[src/rtl/icache_responder.sv]
// rtl/icache_responder.sv - direct-mapped read-only instruction cache
// Hits answer in the request cycle; misses fetch one word over the iREN/iwait handshake.
module icache_responder #(
  parameter int SETS  = 16,
  parameter int IDX_W = $clog2(SETS)
) (
  input  logic        CLK,
  input  logic        nRST,
  input  logic        imemREN,
  input  logic [31:0] imemaddr,
  output logic        ihit,
  output logic [31:0] imemload,
  output logic        iREN,
  output logic [31:0] iaddr,
  input  logic        iwait,
  input  logic [31:0] iload,
  input  logic        invalidate,
  output logic [31:0] hit_count,
  output logic [31:0] miss_count
);

  localparam int TAG_W = 32 - IDX_W - 2;

  typedef enum logic {IDLE, FETCH} state_t;

  state_t             r_state;
  logic [29:0]        r_miss_word;
  logic [SETS-1:0]    r_valid;
  logic [TAG_W-1:0]   r_tag  [SETS];
  logic [31:0]        r_data [SETS];
  logic [31:0]        r_hit_count;
  logic [31:0]        r_miss_count;

  logic [IDX_W-1:0]   w_idx;
  logic [TAG_W-1:0]   w_tag;
  logic [IDX_W-1:0]   w_fill_idx;
  logic [TAG_W-1:0]   w_fill_tag;
  logic               w_match;
  logic               w_start_miss;

  assign w_idx      = imemaddr[IDX_W+1:2];
  assign w_tag      = imemaddr[31:IDX_W+2];
  assign w_fill_idx = r_miss_word[IDX_W-1:0];
  assign w_fill_tag = r_miss_word[29:IDX_W];

  assign w_match      = r_valid[w_idx] && (r_tag[w_idx] == w_tag);
  assign w_start_miss = (r_state == IDLE) && imemREN && !w_match && !invalidate;

  assign ihit       = imemREN && w_match && (r_state == IDLE);
  assign imemload   = ihit ? r_data[w_idx] : 32'd0;
  assign iREN       = (r_state == FETCH);
  assign iaddr      = {r_miss_word, 2'b00};
  assign hit_count  = r_hit_count;
  assign miss_count = r_miss_count;

  always_ff @(posedge CLK or negedge nRST) begin
    if (!nRST) begin
      r_state      <= IDLE;
      r_miss_word  <= '0;
      r_valid      <= '0;
      r_hit_count  <= '0;
      r_miss_count <= '0;
      for (int i = 0; i < SETS; i++) begin
        r_tag[i]  <= '0;
        r_data[i] <= '0;
      end
    end else begin
      if (ihit && (r_hit_count != 32'hFFFF_FFFF))
        r_hit_count <= r_hit_count + 32'd1;

      case (r_state)
        IDLE: begin
          if (w_start_miss) begin
            r_miss_word <= imemaddr[31:2];
            r_state     <= FETCH;
            if (r_miss_count != 32'hFFFF_FFFF)
              r_miss_count <= r_miss_count + 32'd1;
          end
        end
        FETCH: begin
          // An invalidate landing on the fill edge drops the returning word.
          if (!iwait) begin
            if (!invalidate) begin
              r_valid[w_fill_idx] <= 1'b1;
              r_tag[w_fill_idx]   <= w_fill_tag;
              r_data[w_fill_idx]  <= iload;
            end
            r_state <= IDLE;
          end
        end
        default: r_state <= IDLE;
      endcase

      if (invalidate)
        r_valid <= '0;
    end
  end

endmodule

[config.mk]
export PLATFORM = sky130hd
export DESIGN_NAME = icache_responder
export DESIGN_NICKNAME = d
export VERILOG_FILES = /design/src/rtl/icache_responder.sv
export SDC_FILE = /design/constraint.sdc
export NUM_CORES = 1
export LEC_CHECK = 0
export CAP_MARGIN = 40
export CORE_ASPECT_RATIO = 0.8
export CORE_MARGIN = 1.5
export CORE_UTILIZATION = 50
export DETAILED_ROUTE_END_ITERATION = 6
export GPL_TIMING_DRIVEN = 0
export PLACE_DENSITY_LB_ADDON = 0.12
export SLEW_MARGIN = 10
export SYNTH_ARGS = -nofsm -noshare
export SYNTH_HDL_FRONTEND = slang
export SYNTH_SLANG_ARGS = --single-unit
[constraint.sdc]
create_clock -name CLK -period 6.3 [get_ports CLK]
set_input_delay 1.26 -clock CLK [delete_from_list [all_inputs] [get_ports CLK]]
set_output_delay 1.26 -clock CLK [all_outputs]
set_load 0.03 [all_outputs]
==> out/results.tsv, run 1 <==
metric	value	unit
ys.flop_type	dfrtp_1	
drtIter0Drc	2373	
worstHoldStart	hit_count[23]	
antenna_found_initial	13	
path_max_fanout	10	
slowest_delay	0.39	ns
drt_first_pass_iters	5	
hold_class	flip-flop to flip-flop	
setup-tns-final	0	ns
dpl_worst_slack	-1.35	ns
insertion_delay	0.69	ns
rows	101	
htree_levels	3	
final_cell_area	0.0565	mm^2
synthArstFlopShare	100	%
cts_tree	yes	
critPathRequiredTime	5.04	ns
yosysSeqAreaShare	54.3	%
reg2reg_from	iREN	
mostFrequentLayoutCells	1039 x dfrtp_1, 956 x mux2_2, 226 x mux4_2, 152 x clkdlybuf4s50_1, 148 x clkbuf_1	
syn2layout_area_growth	18.0	%
num_vias	29789	
synth-edff-count	0	
yosysWarnings	0	
final_antenna_net_count	0	
grt_start_max_net_pins	181	
path_cells	clkbuf_4 > buf_8 > buf_6 > clkbuf_2 > buf_8 > nand2_1 > a31oi_2 > xor2_2 > nor4_2 > nand4_1 > or3_1 > buf_4 > or2_4 > buf_6 > nor2b_1 > buf_2	
drv_cap	0	
start_util	50.4	%
hold_depth	1	
nets	3613	
core	0.0949	mm^2
finalCritPeriodShare	99.0	%
path_class	input pin to output port	
hold-path-endpoint	hit_count[23]	
fin_util	59.5	%
r2r-end	r_tag[393]	
cts_sinks	1039	
maxSlewHeadroom	30.3	%
wl	140000	um
port_buffers	186	
final_common_cell	dfrtp_1	
drc_errors	0	
crit_path_top_delay_cell	or3_1	
syn_area	0.0479	mm^2
track_usage	29.2	%
post_dp_cell_area	0.0526	mm^2
vdd_drop_max	208	uV
tightest_slew	1.04	ns
grt_overflow_total	0	
finalSetupViolCount	0	
routedWlPerCell	28.5	um
drive_above_1_share	45.6	%
syn-mean-instance-area	15.2	um^2
die_x	349	um
grt_pass1_vias	31810	
vias_per_cell	6.07	
ys_seq_elements	1039	
r2r_slack	2.29	ns
status	finished, final reports clean	
layout_min_cycle_time	6.24	ns
cp_data_arrival_time	4.98	ns
synth_top_area_share	54.3	%
drv_slew	0	
total_power	19.0	mW
gp_congestion	0.901	
dpl.hpwl	99800	um
clk_pin_slew	0.06	ns
synth_cells	3142	
reg2reg_depth	10	
root_buffer	clkbuf_16	
clock_skew	0.0215	ns
numCtsBuffers	105	
yosys.area.top_type	dfrtp_1	
cts_hold_buf	0	
hold_viol	0	
critPathLaunchType	input pin	
num_io_pins	199	
dieArea	0.0976	mm^2
die_height	280	um
clk_path_buf_depth	3	
powerDensity	336	mW/mm^2
leakage	26.4	nW
fmax	160	MHz
synth.distinct_cells	73	
cp-end-kind	output port	
worst_slack	0.0632	ns
grt_pass1_wl	210000	um
synth_area_leaders	dfrtp_1 54%, mux2_2 22%, mux4_2 11%, mux2i_1 1.9%, clkbuf_1 1.1%	
power breakdown:
group | internal [mW] | switching, mW
combinational | 2.17 | 1.53
sequential | 8.18 | 0.878
clock | 3.58 | 2.66
total | 13.9 | 5.07
kinds of logic after synthesis:
logic type	synth area share (%)
flip-flops	54.3
XOR/XNOR	1.45
AO/OA/AOI/OAI	1.56
multiplexers	36.0
other	0.00783
AND/OR/NAND/NOR	3.95
buffers and inverters	2.68
adder cells (fa/ha/maj)	0.0523
metal layers:
layer  track usage (%)  part of all wire [%]  up-vias
met5                 0                 0.047        -
met4              9.10                   3.1       10
met3              6.58                   7.3      278
met2              45.2                    46     1016
met1              41.1                    43    16079
li1                  -                     -    12406
cells in the mapped netlist (20+ instances only):
cell and n:
mux2i_1 93, mux2_4 29, nand3_1 41, nor3_1 28, nand2_1 50, dfrtp_1 1039
buf_1 61, xor2_1 34, mux2_2 956, and3_1 23, a22oi_1 20, nor2b_1 42
buf_2 32, xnor2_1 45, mux4_2 226, clkbuf_1 140, nor2_1 45
worst max-delay path, delay by kind of cell:
family                    cells  cell delay [ns]
xor gates and xnor gates      1             0.16
and+or+nand+nor               6             1.57
AOI/OAI and AO/OA             1             0.22
buffers and inverters         8             1.69
timing repair:
| item | CTS | global route |
|---|---|---|
| hold endpoints to repair | 0 | 0 |
| gates cloned | 0 | 0 |
| pin swaps | 7 | 6 |
| setup buffers | 4 | 9 |
| resized for setup | 235 | 63 |
| setup endpoints to repair | 33 | 33 |
through the flow:
| step | instances | hold WS [ns] |
|---|---|---|
| final | 4907 | 0.488 |
| after global routing | 4905 | 0.503 |
| after CTS | 4892 | 0.491 |
| after detailed placement | 4710 | 0.479 |
| after global placement | 4616 | 0.469 |
| after floorplan | 3143 | 0.461 |
how the worst max path moves through the flow:
stage	start	end	slack (ns)
finish	imemaddr[3]	imemload[14]	0.06
floorplan	imemaddr[5]	imemload[10]	0.75
global placement	nRST	r_data[267]	-39.89
CTS	imemaddr[4]	imemload[7]	0.005
global route	imemaddr[4]	ihit	-0.00003
detailed placement	imemaddr[5]	imemload[2]	-1.35
registers in the layout, indices dropped and copies added (netlist names):
name / flops
iREN: 1
r_miss_word: 30
miss_count: 32
r_valid: 16
r_tag: 416
hit_count: 32
r_data: 512
layout make-up:
| class | instances | area [um^2] |
|---|---|---|
| well taps | 1287 | 1610 |
| fillers | 7226 | 38400 |
| inverters | 19 | 75.1 |
| multi-input cells | 1822 | 20800 |
| clock inverters | 27 | 313 |
| diodes | 4 | 10.0 |
| plain buffers | 260 | 1490 |
| flip-flops and latches | 1039 | 26000 |
| clock buffers | 154 | 3080 |
| repair buffers | 295 | 3120 |
Note: power is estimated with default switching activity, not from simulation.
==> inputs of run 2 (changes only) <==
--- a/config.mk
+++ b/config.mk
@@ -10,6 +10,7 @@
 export CORE_MARGIN = 1.5
 export CORE_UTILIZATION = 50
 export DETAILED_ROUTE_END_ITERATION = 6
+export DONT_BUFFER_PORTS = 1
 export GPL_TIMING_DRIVEN = 0
 export PLACE_DENSITY_LB_ADDON = 0.12
 export SLEW_MARGIN = 10
==> out/results.tsv, run 2 (synthesized netlist as in run 1, its figures left out) <==
metric	value	unit	change
switching_share	26.4	%	was 26.7%
cts_hold_buf	0		unchanged
grt_pass1_wl	208000	um	was 210000 um
antenna_found_initial	4		was 13
drc_errors	0		unchanged
grt_overflow_total	0		unchanged
worst_slack	0.0303	ns	was 0.0632 ns
fmax	159	MHz	was 160 MHz
reg2reg_from	iREN		unchanged
path_class	input pin to output port		unchanged
drive_above_1_share	47.9	%	was 45.6%
clk_path_buf_depth	3		unchanged
layout_min_cycle_time	6.27	ns	was 6.24 ns
syn2layout_area_growth	15.4	%	was 18.0%
numCtsBuffers	107		was 105
r2r_slack	2.07	ns	was 2.29 ns
die_height	280	um	unchanged
grt_start_max_net_pins	1040		was 181
root_buffer	clkbuf_16		unchanged
cp-end-kind	output port		unchanged
path_cells	buf_6 > buf_12 > buf_8 > buf_12 > mux4_2 > mux2i_1 > mux2i_1 > xor2_1 > nor3_1 > o211ai_1 > or3_1 > clkbuf_4 > or2_4 > buf_12 > nor2b_4		was clkbuf_4 > buf_8 > buf_6 > clkbuf_2 > buf_8 > nand2_1 > a31oi_2 > xor2_2 > nor4_2 > nand4_1 > or3_1 > buf_4 > or2_4 > buf_6 > nor2b_1 > buf_2
clk_pin_slew	0.06	ns	about the same
critPathLaunchType	input pin		unchanged
final_common_cell	dfrtp_1		unchanged
pwr-share-clk	34.3	%	was 32.9%
insertion_delay	0.69	ns	about the same
reg2reg_depth	10		unchanged
dpl_worst_slack	-1.28	ns	was -1.35 ns
largest_reg_flops	512		unchanged
finalCritPeriodShare	99.5	%	was 99.0%
finalSetupViolCount	0		unchanged
cp_top_family	simple AND/OR/NAND/NOR gates		was buffers and inverters
dpl.hpwl	99100	um	was 99800 um
post_dp_cell_area	0.0507	mm^2	was 0.0526 mm^2
wl	140000	um	about the same
path_buf_inv	6		was 8
top_regs	r_data x512, r_tag x416		unchanged
r2r-end	r_tag[330]		was r_tag[393]
powerDensity	346	mW/mm^2	was 336 mW/mm^2
hold_viol	0		unchanged
htree_levels	3		unchanged
cp_data_arrival_time	5.01	ns	was 4.98 ns
start_util	50.4	%	unchanged
routedWlPerCell	29.4	um	was 28.5 um
final_cell_area	0.0552	mm^2	was 0.0565 mm^2
clock_skew	0.0239	ns	was 0.0215 ns
drt_first_pass_iters	6		was 5
track_usage	28.9	%	was 29.2%
tightest_slew	0.999	ns	was 1.04 ns
critPathRequiredTime	5.04	ns	about the same
final_antenna_net_count	0		unchanged
num_vias	29176		was 29789
gp_congestion	0.907		was 0.901
nets	3449		was 3613
vdd_drop_max	206	uV	was 208 uV
drv_cap	0		unchanged
maxSlewHeadroom	33.4	%	was 30.3%
core	0.0949	mm^2	unchanged
vias_per_cell	6.14		was 6.07
rsz0062_at_grt	true		
status	finished, final reports clean		unchanged
drv_slew	0		unchanged
netSwitchingPower	5.06	mW	was 5.07 mW
path_max_fanout	10		unchanged
hold_class	input pin to async pin		was flip-flop to flip-flop
power_frac_seq	48.1	%	was 47.7%
rows	101		unchanged
fin_util	58.2	%	was 59.5%
leakage	25.8	nW	was 26.4 nW
max_flop_register	r_data		unchanged
grt_pass1_vias	30949		was 31810
cts_tree	yes		unchanged
drtIter0Drc	2388		was 2373
p_int	14.1	mW	was 13.9 mW
crit_path_top_delay_cell	or3_1		unchanged
num_io_pins	199		unchanged
port_buffers	0		was 186
mostFrequentLayoutCells	1039 x dfrtp_1, 956 x mux2_2, 226 x mux4_2, 150 x clkbuf_1, 109 x clkbuf_16		was 1039 x dfrtp_1, 956 x mux2_2, 226 x mux4_2, 152 x clkdlybuf4s50_1, 148 x clkbuf_1
cts_sinks	1039		unchanged
cpMostUsedCell	buf_12		
die_x	349	um	unchanged
dieArea	0.0976	mm^2	unchanged
p_comb_share	17.6	%	was 19.5%
slowest_delay	0.39	ns	about the same
-- run 2: cell types whose count changed in the layout (fill, tap and decap cells not counted), sizes merged, moves of 4 or more --
| cell | change |
|---|---|
| clkdlybuf4s50 | -152 |
| clkinv | +4 |
| buf | -18 |
| bufinv | +4 |
| clkbuf | +6 |
-- run 2: per-stage QoR --
stage / hold slack [ns] / power [mW] / std cells / setup TNS [ns]
detailed placement: 0.487 / 12.5 / 4529 / -35.22
finish: 0.265 / 19.1 / 4749 / 0
CTS: 0.291 / 19.1 / 4725 / -0.294
floorplan: 0.461 / 11.5 / 3143 / 0
global route: 0.235 / 19.9 / 4749 / -0.0809
global placement: 0.474 / 12.1 / 4430 / -52.49
-- run 2: layer usage --
| layer | up-vias | wire length, um | global-route usage (%) |
|---|---|---|---|
| met4 | 0 | 3690 | 8.37 |
| met3 | 233 | 9980 | 6.69 |
| met2 | 968 | 65100 | 45.0 |
| met1 | 15911 | 61000 | 40.8 |
| met5 | - | 0 | 0 |
| li1 | 12064 | - | - |
-- run 2: cell type report --
cell class,count,area (um^2)
fillers,7268,39700
flip-flops and latches,1039,26000
multi-input cells,1822,20900
clock buffers,154,3170
well taps,1287,1610
repair buffers,127,1600
plain buffers,262,1400
clock inverters,38,472
inverters,19,75.1
diodes,1,2.50
-- run 2: worst register-to-register path, stage by stage (launching register included) --
cell      delay, ns
dfrtp_1        0.54
nor3b_1        0.52
buf_4          0.27
nor2b_1        0.17
nand2b_1       0.14
nor2_1         0.66
clkbuf_1       0.50
buf_8          0.24
buf_1          0.50
buf_6          0.24
mux2_2         0.35
-- run 2: worst max path at each step --
| stage | from | to | slack [ns] | cells after the start |
|---|---|---|---|---|
| 2_1_floorplan | imemaddr[5] | imemload[10] | 0.75 | 13 |
| 3_3_place_gp | imemaddr[3] | imemload[2] | -1.79 | 13 |
| 3_5_place_dp | imemaddr[5] | imemload[2] | -1.28 | 14 |
| 4_1_cts | imemaddr[5] | imemload[30] | -0.05 | 14 |
| 5_1_grt | imemaddr[4] | imemload[31] | -0.02 | 15 |
| 6_report | imemaddr[4] | imemload[2] | 0.03 | 15 |
-- run 2: power by group through the flow --
stage          combinational (mW)  sequential (mW)  clock (mW)
2_1_floorplan                2.53             8.93           0
3_3_place_gp                 2.99             9.12           0
4_1_cts                      3.22             9.17        6.68
6_report                     3.36             9.21        6.56
5_1_grt                      3.61             9.37        6.96
3_5_place_dp                 3.17             9.29           0
-- run 2: what timing repair did --
item / CTS / global route
resized for setup: 98 / 39
buffers inserted: 5 / 16
endpoints found under the setup margin: 33 / 33
pin swaps: 4 / 1
gates cloned: 0 / 0
==> inputs of run 3 (changes only) <==
--- a/config.mk
+++ b/config.mk
@@ -8,7 +8,7 @@
 export CAP_MARGIN = 40
 export CORE_ASPECT_RATIO = 0.8
 export CORE_MARGIN = 1.5
-export CORE_UTILIZATION = 50
+export CORE_UTILIZATION = 35
 export DETAILED_ROUTE_END_ITERATION = 6
 export DONT_BUFFER_PORTS = 1
 export GPL_TIMING_DRIVEN = 0
==> out/results.tsv, run 3 (synthesized netlist as in run 1, its figures left out) <==
metric	value	unit	change
start_util	35.2	%	was 50.4%
leakage	25.9	nW	was 25.8 nW
cp_data_arrival_time	4.96	ns	was 5.01 ns
layout.cells.non_filler	5261		was 4749
tightest_slew	1.32	ns	was 0.999 ns
grt_pass1_wl	223000	um	was 208000 um
critPathLaunchType	input pin		unchanged
num_io_pins	199		unchanged
regArea	0.0260	mm^2	unchanged
clk_path_buf_depth	3		unchanged
rows	121		was 101
grt_pass1_vias	31148		was 30949
hold_class	input pin to async pin		unchanged
track_usage	21.9	%	was 28.9%
syn2layout_area_growth	17.1	%	was 15.4%
cp_top_family	simple AND/OR/NAND/NOR gates		unchanged
dieArea	0.139	mm^2	was 0.0976 mm^2
dpl.hpwl	107000	um	was 99100 um
antenna_found_initial	3		was 4
vdd_drop_max	245	uV	was 206 uV
top_regs	r_data x512, r_tag x416		unchanged
drt_first_pass_iters	5		was 6
numCtsBuffers	112		was 107
slowest_delay	0.66	ns	was 0.39 ns
drv_cap	0		unchanged
vias_per_cell	5.46		was 6.14
final_common_cell	dfrtp_1		unchanged
multi_input_area	0.0210	mm^2	was 0.0209 mm^2
fillers	12328		was 7268
grt_start_max_net_pins	1040		unchanged
total_power	19.3	mW	was 19.1 mW
htree_levels	3		unchanged
path_class	input pin to output port		unchanged
die_x	417	um	was 349 um
cts_sinks	1039		unchanged
status	finished, final reports clean		unchanged
drv_slew	0		unchanged
maxSlewHeadroom	11.8	%	was 33.4%
critPathRequiredTime	5.04	ns	about the same
max_flop_register	r_data		unchanged
path_cells	buf_6 > buf_6 > and2_1 > a22oi_1 > a211o_1 > o211ai_1 > o211a_1 > o211ai_1 > buf_4 > or3_1 > buf_4 > or2_4 > buf_12 > nor2b_2 > buf_4		was buf_6 > buf_12 > buf_8 > buf_12 > mux4_2 > mux2i_1 > mux2i_1 > xor2_1 > nor3_1 > o211ai_1 > or3_1 > clkbuf_4 > or2_4 > buf_12 > nor2b_4
port_buffers	0		unchanged
mostFrequentLayoutCells	1039 x dfrtp_1, 956 x mux2_2, 226 x mux4_2, 160 x clkbuf_1, 118 x clkbuf_16		was 1039 x dfrtp_1, 956 x mux2_2, 226 x mux4_2, 150 x clkbuf_1, 109 x clkbuf_16
hold_ws	0.228	ns	was 0.265 ns
die_height	334	um	was 280 um
nets	3454		was 3449
hold_viol	0		unchanged
clk_pin_slew	0.06	ns	about the same
insertion_delay	0.74	ns	was 0.69 ns
powerDensity	344	mW/mm^2	was 346 mW/mm^2
finalSetupViolCount	0		unchanged
cp-end-kind	output port		unchanged
root_buffer	clkbuf_16		unchanged
layout_min_cycle_time	6.22	ns	was 6.27 ns
cpMostUsedCell	buf_4		was buf_12
path_max_fanout	10		unchanged
path_buf_inv	6		unchanged
num_vias	28742		was 29176
drtIter0Drc	1983		was 2388
wl	152000	um	was 140000 um
place_inst	5031		was 4529
fmax	161	MHz	was 159 MHz
cts_tree	yes		unchanged
crit_path_top_delay_cell	and2_1		was or3_1
routedWlPerCell	28.9	um	was 29.4 um
final_antenna_net_count	0		unchanged
core	0.136	mm^2	was 0.0949 mm^2
drc_errors	0		unchanged
setup-tns-final	0	ns	unchanged
finalCritPeriodShare	98.8	%	was 99.5%
clock_skew	0.0352	ns	was 0.0239 ns
drive_above_1_share	48.2	%	was 47.9%
largest_reg_flops	512		unchanged
gp_congestion	0.873		was 0.907
fin_util	41.2	%	was 58.2%
grt_overflow_total	0		unchanged
-- run 3: cell types whose count changed in the layout (fill, tap and decap cells not counted), moves of 3 or more --
cell / change
mux2i_4: +3
clkinv_2: +4
clkbuf_4: -4
clkbuf_16: +9
inv_6: -3
buf_4: +5
bufinv_16: -4
buf_12: +5
mux2i_2: +4
mux2i_1: -7
clkbuf_1: +10
buf_6: -10
buf_2: +5
buf_8: +3
-- run 3: timing repair --
item	CTS	global route
pin swaps	6	2
gates resized for setup	129	41
hold buffers	0	0
setup buffers	8	8
endpoints found under the setup margin	33	33
-- run 3: layout make-up --
cell class	instances	area share, %
Antenna cell	2	0.00892
Buffer	261	2.62
Sequential cell	1039	46.4
Tap cell	1783	3.98
Multi-Input combinational cell	1822	37.4
Clock inverter	31	0.531
Timing Repair Buffer	128	2.82
Inverter	19	0.134
Clock buffer	176	6.14
-- run 3: per-stage QoR --
step                setup slack (ns)  area (um^2)
finish                        0.0784        56100
global route                 -0.0339        56100
CTS                          -0.0461        55700
detailed placement             -1.16        51400
global placement               -2.08        50100
floorplan                      0.746        47900
-- run 3: final timing paths --
check,endpoint,from,cells past startpoint,slack [ns]
max,imemload[8],imemaddr[2],15,0.08
min,r_tag[194],nRST,0,0.23
max reg2reg,r_tag[307],iREN,9,2.35
min reg2reg,r_tag[47],r_tag[47],1,0.50
max in group asynchronous,r_data[498],nRST,2,4.22
min in group CLK,r_tag[47],r_tag[47],1,0.50
-- run 3: metal layers --
metal  GRT usage [%]  up-vias  share of wire, %
li1                -    12090                 -
met1            29.7    15699                44
met2            35.6      717                48
met3            4.35      236               5.2
met4            6.41        0               2.9
met5               0        -                 0
-- run 3: worst reg2reg max path: stages (launching register included) --
cell and delay, ns:
dfrtp_1 0.58, nor3b_1 0.43, buf_2 0.26, nand3b_1 0.17, nor3_1 0.43, buf_4 0.25
clkbuf_1 0.66, buf_1 0.45, buf_8 0.24, mux2_2 0.36
-- run 3: where the power goes --
part | internal, mW | switching, mW
Clock | 3.93 | 2.78
Combinational | 2.05 | 1.34
Sequential | 8.17 | 1.02
